$ cat src/rtl/seq_shifter.sv
// seq_shifter: multi-cycle shifter, one single-position shift per clock for amt cycles; optional zero flag via SEQ_SHIFTER_FLAGS_EN
module seq_shifter #(
    parameter int WIDTH = 16,
    parameter int CW    = 4
) (
    input  logic             clk,
    input  logic             reset,
    input  logic             start,
    input  logic [WIDTH-1:0] in,
    input  logic [1:0]       shift,
    input  logic [CW-1:0]    amt,
    output logic [WIDTH-1:0] sout,
    output logic             busy,
`ifdef SEQ_SHIFTER_FLAGS_EN
    output logic             done,
    output logic             zf
`else
    output logic             done
`endif
);
    typedef enum logic [1:0] {IDLE, SHIFT, DONE} state_t;
    state_t           state, state_nx;
    logic [1:0]       op_r, op_nx;
    logic [CW-1:0]    cnt, cnt_nx;
    logic [WIDTH-1:0] sout_nx, stepped;
    logic             upd;
    assign busy = state != IDLE;
    assign done = state == DONE;
    // one-position shift of the working value under the latched op
    always_comb begin
        stepped = op_r == 2'b01 ? {sout[WIDTH-2:0], 1'b0} :
                  op_r == 2'b10 ? {1'b0, sout[WIDTH-1:1]} :
                  op_r == 2'b11 ? {sout[WIDTH-1], sout[WIDTH-1:1]} : sout;
    end
    // next state, next working value and count; pass or zero count skips SHIFT
    always_comb begin
        state_nx = state;
        op_nx    = op_r;
        cnt_nx   = cnt;
        sout_nx  = sout;
        upd      = 1'b0;
        case (state)
            IDLE: if (start) begin
                sout_nx  = in;
                op_nx    = shift;
                cnt_nx   = amt;
                upd      = 1'b1;
                state_nx = (amt == '0 || shift == 2'b00) ? DONE : SHIFT;
            end
            SHIFT: begin
                sout_nx  = stepped;
                cnt_nx   = cnt - CW'(1);
                upd      = 1'b1;
                state_nx = cnt == CW'(1) ? DONE : SHIFT;
            end
            DONE: state_nx = IDLE;
            default: state_nx = IDLE;
        endcase
    end
    // state and datapath registers, cleared asynchronously
    always_ff @(posedge clk or negedge reset) begin
        if (!reset) begin
            state <= IDLE;
            op_r  <= 2'b00;
            cnt   <= '0;
            sout  <= '0;
        end else begin
            state <= state_nx;
            op_r  <= op_nx;
            cnt   <= cnt_nx;
            sout  <= sout_nx;
        end
    end
`ifdef SEQ_SHIFTER_FLAGS_EN
    // zero flag tracks sout, updated only on edges that load or shift it
    always_ff @(posedge clk or negedge reset) begin
        if (!reset) zf <= 1'b0;
        else if (upd) zf <= sout_nx == '0;
    end
`else
    logic unused_upd;
    assign unused_upd = upd;
`endif
endmodule

$ cat config.mk
export PLATFORM = sky130hd
export DESIGN_NAME = seq_shifter
export DESIGN_NICKNAME = d
export VERILOG_FILES = /design/src/rtl/seq_shifter.sv
export SDC_FILE = /design/constraint.sdc
export NUM_CORES = 1
export LEC_CHECK = 0
export ABC_AREA = 0
export CORE_MARGIN = 2
export CORE_UTILIZATION = 35
export CTS_BUF_LIST = sky130_fd_sc_hd__clkbuf_4
export DETAILED_ROUTE_END_ITERATION = 10
export REMOVE_ABC_BUFFERS = 1
export SLEW_MARGIN = 10
export SYNTH_ARGS = -nofsm -noshare
export SYNTH_HDL_FRONTEND = slang
export SYNTH_SLANG_ARGS = --single-unit
$ cat constraint.sdc
create_clock -name clk -period 3.97 [get_ports clk]
set_input_delay 0.397 -clock clk [delete_from_list [all_inputs] [get_ports clk]]
set_output_delay 0.397 -clock clk [all_outputs]
set_load 0.05 [all_outputs]
# Word level (Yosys, flattened, before mapping)
# Index checks and enable logic that the tools add are counted.
[word_totals] inputBits=25 wordCells=36 output_inout_bits=18 regBits=24
[classes] addsub=1 eq_ne=9 n_mux=11 n_reduce_logical=10
[ops] op="two-way mux 16 bit" count=3
[ops] op="case mux 16 bit (2 select lines)" count=1
[ops] op="two-way mux 15 bit" count=1
[ops] op="case mux 4 bit (2 select lines)" count=1
[ops] op="equality test 2 bit, second input constant" count=3
[ops] op="two-way mux 2 bit" count=3
[ops] op="AND reduction 3 bit" count=2
[ops] op="equality test 2 x 1 -> 1 bit, second input constant" count=2
[ops] op="equality test 4 x 1 -> 1 bit, second input constant" count=1
[ops] op="logical NOT 2 bit" count=2
[ops] op="logical NOT 4 bit" count=1
[ops] op="two-way mux 4 bit" count=1
[ops] op="inequality test 4 bit, second input constant" count=1
[ops] op="case mux 2 bit (2 select lines)" count=1
[ops] op="AND reduction 2 bit" count=2
[ops] op="nonzero test 2 bit" count=2
[ops] op="subtractor 4 x 1 -> 4 bit, second input constant" count=1
[ops] op="inequality test 3 bit, second input constant" count=1
[ops] op="inequality test 2 bit, second input constant" count=1
[ops] op="logical OR 1 bit" count=1

# Longest topological paths before layout
[logic_depth] depth_word=5 ltp_mapped=7 ltp_nobuf=5

# Worst setup path before layout
# Ideal clock, no wire load.
[synth_timing] path_kind="flip-flop to output port" startpoint="register state[0]" endpoint="output done" slack_ns=2.234 stages_incl_launch_ff=3 arrival_time_ns=1.339 required_time_ns=3.573 path_buffers=1 cell_sequence="dfrtp_1 -> clkbuf_1 -> nor2b_1"
[synth_between] elab_chain_len=1
[synth_lines] element="start: declaration" line_no="22" rtl="state_t state, state_nx;"
[synth_lines] element="start signal: assignment" line_no="68" rtl="state <= state_nx;"
[synth_lines] element="equality test 2 bit" line_no="28" rtl="assign done = state == DONE;"
[synth_lines] element="end: declaration" line_no="18" rtl="output logic done"
# Every way passes these cells.

# Worst setup path after layout
[layout_timing] startpoint="register state[0]" endpoint="output busy"
[layout_between] elab_chain_len=1
[layout_lines] element="nonzero test 2 bit" line_no="27" rtl="assign busy = state != IDLE;"
[layout_lines] element="end: declaration" line_no="13" rtl="output logic busy,"
# Every way passes these cells.

==> flow_summary.yaml <==
yosys:
  syn_inst: 129
  synth-xor-area-share: 0
  synthSimpleGateAreaFrac: 0.147
  synth_area_leaders: "dfrtp_1, mux2i_1, a221o_1, nor3_1, ha_1"
  ys_types: 35
  synth_area_um2: 1370
  synth_top_family_by_area: "compound AO/OA/AOI/OAI gates"
  ys_seq_area_frac: 0.440
  synth.largest_area_cell: "dfrtp_1"
  synth_compound_area_frac: 0.210
  synth.top_cell.area_share: 0.440
  synthMuxAreaShare: 0.110
  synth_area_per_cell_um2: 10.6
  synthAdderAreaFrac: 0.0366
  synth_seq_cells: 24
  yosys_warnings: 0
clocking:
  cts.repair.resized: 0
  htreeDepth: 1
  cts.path.max_buffers: 2
  cts.sinks: 24
  holdBufCountCts: 0
  post_cts_buffers: 0
  cts_tree: "yes"
  root_buffer: "clkbuf_4"
  path_clk_slew_ns: 0.14
  numCtsBuffers: 3
  clk-insertion-delay-late_ns: 0.32
placed_design:
  gp_congestion: 0.774
  dp_cells: 209
  io_buffers: 42
  post-dp-hpwl_um: 2240
die:
  die_y_um: 66.5
  coreArea_um2: 3720
  start_util: 0.368
  pin_count: 43
  fp-row-count: 22
  die-area_um2: 4420
  fp.dieW_um: 66.5
drt:
  wl_per_cell_um: 15.3
  routed_wl_um: 3270
  drc_errors: 0
  drtIter0Drc: 84
  vias: 1161
  viasPerCell: 5.45
  ant_nets: 0
  drt_pass1_iterations: 4
grt:
  grt-ovfl-total: 0
  grt_pass1_wl_um: 5620
  antenna_found_initial: 0
  groute.usage.overall: 0.164
  grt_max_degree: 25
  grt_pass1_vias: 1185
critical_path:
  crit_path_end_kind: "output pin"
  worstSetupPathType: "flip-flop to output pin"
  crit_required_ns: 3.57
  crit_chain: "or2_2 > clkdlybuf4s50_1"
  slowest_delay_ns: 0.79
  arrival_ns: 1.99
  cp_max_fo: 16
  crit_path_start_kind: "flip-flop"
  critPathSlowestCell: "clkdlybuf4s50_1"
sta:
  setup_violations: 0
  maxSlewViolCount: 0
  tns_ns: 0
  fin_crit_ns: 2.39
  worst_pin_slew_ns: 0.896
  finalHoldViolations: 0
  fin_crit_sh: 0.602
  rsz0062_at_grt: "no"
  maxSlewHeadroom: 0.402
  fin_skew_ns: 0.00569
  fmax_mhz: 419
power_and_ir_drop:
  power.density_nw_per_um2: 919
  leakagePower_nw: 0.748
  peakVddDrop_mv: 0.492
flow_run:
  cap_violations: 0
final_layout:
  seq_area_um2: 601
  multi_input_area_um2: 698
  nFillCells: 362
  drive_gt1_frac: 0.0485
  area_growth_pct: 33.4
  finalNonFillerCells: 213
  nets: 195
  antenna_cells: 0
status:
  status: "completed"
min_path:
  hold_class: "input pin to async pin"
per-layer routing:
metal  vias to the layer above  global-route usage  wire length (um)
met5                         -                   0                 0
met2                        37               0.271              1570
li1                        562                   -                 -
met4                         0              0.0306                27
met3                         2              0.0355               171
met1                       560               0.222              1500
state kept, by name (all words and copies together) (netlist names):
register,flops
op_r,2
cnt,4
sout,16
state,2
final timing paths:
check                           startpoint      end  slack (ns)  depth (start not counted)
worst min register to register      cnt[3]   cnt[3]        0.54                          1
max in group asynchronous            reset  sout[4]        3.56                          1
worst min-delay path                 reset  op_r[0]        0.04                          1
worst max-delay path              state[0]     busy        1.58                          2
worst max register to register    state[0]   cnt[3]        2.01                          3
min in group clk                    cnt[3]   cnt[3]        0.54                          1
critical path, delay by kind of cell (launching register included):
family | cells | cell delay (ns)
buf+inv | 1 | 0.79
flops | 1 | 0.69
simple gates | 1 | 0.20
synthesized netlist by cell type:
cell type	number
dfrtp_1	24
mux2i_1	15
a221o_1	14
nor3_1	14
a21oi_1	6
inv_1	6
nand2_1	6
clkbuf_1	5
ha_1	4
buf_2	3
nor2_1	3
nor3b_1	3
buf_6	2
o21ai_1	2
or3b_1	2
a211o_1	1
a21o_1	1
a21o_4	1
a2bb2oi_1	1
a31oi_1	1
and2b_1	1
nand2b_1	1
nand3b_1	1
nor2b_1	1
nor4_1	1
nor4bb_1	1
o21a_1	1
o21ai_0	1
o21bai_2	1
o22a_1	1
o311a_1	1
o31ai_1	1
o32a_1	1
or2_2	1
or3_1	1
logic make-up after synthesis:
| logic type | after synthesis |
|---|---|
| compound gates | 34 |
| fa+ha+maj | 4 |
| simple gates | 36 |
| mux | 15 |
| buf+inv | 16 |
| flops | 24 |
layout by cell type, fill, tap and decap left out, types with 2 or more instances in the layout:
master / synthesis / routed
dfrtp_1: 24 / 24
inv_1: 6 / 6
o21ai_1: 2 / 2
mux2i_1: 15 / 15
nand2_1: 6 / 6
clkdlybuf4s50_1: 0 / 41
a221o_1: 14 / 14
ha_1: 4 / 4
a21oi_1: 6 / 6
nor3b_1: 3 / 2
nor2_1: 3 / 3
nor3_1: 14 / 14
clkbuf_4: 0 / 3
or3b_1: 2 / 2
layout make-up:
cell class,count,area share
Clock buffer,3,0.0124
Clock inverter,1,0.00206
Inverter,6,0.0124
Multi-Input combinational cell,89,0.383
Sequential cell,24,0.329
Tap cell,48,0.0329
Timing Repair Buffer,42,0.228
power by group:
group          leakage [nW]  switching (mW)  internal [mW]
logic                 0.437           0.640          0.439
clock network        0.0154          0.0757         0.0368
registers             0.295           0.128          0.358
total                 0.748           0.843          0.833
stage by stage:
step	worst slack [ns]	power (mW)	util	hold slack, ns	cell area, um^2
2_1_floorplan	1.88	1.24	-	0.101	1310
3_3_place_gp	1.60	1.56	0.483	0.500	1800
3_5_place_dp	1.57	1.57	0.483	0.513	1800
4_1_cts	1.60	1.69	0.490	0.547	1820
5_1_grt	1.49	1.81	0.491	0.0734	1820
6_report	1.58	1.68	0.491	0.0440	1820
(Power assumes the default switching activity.)
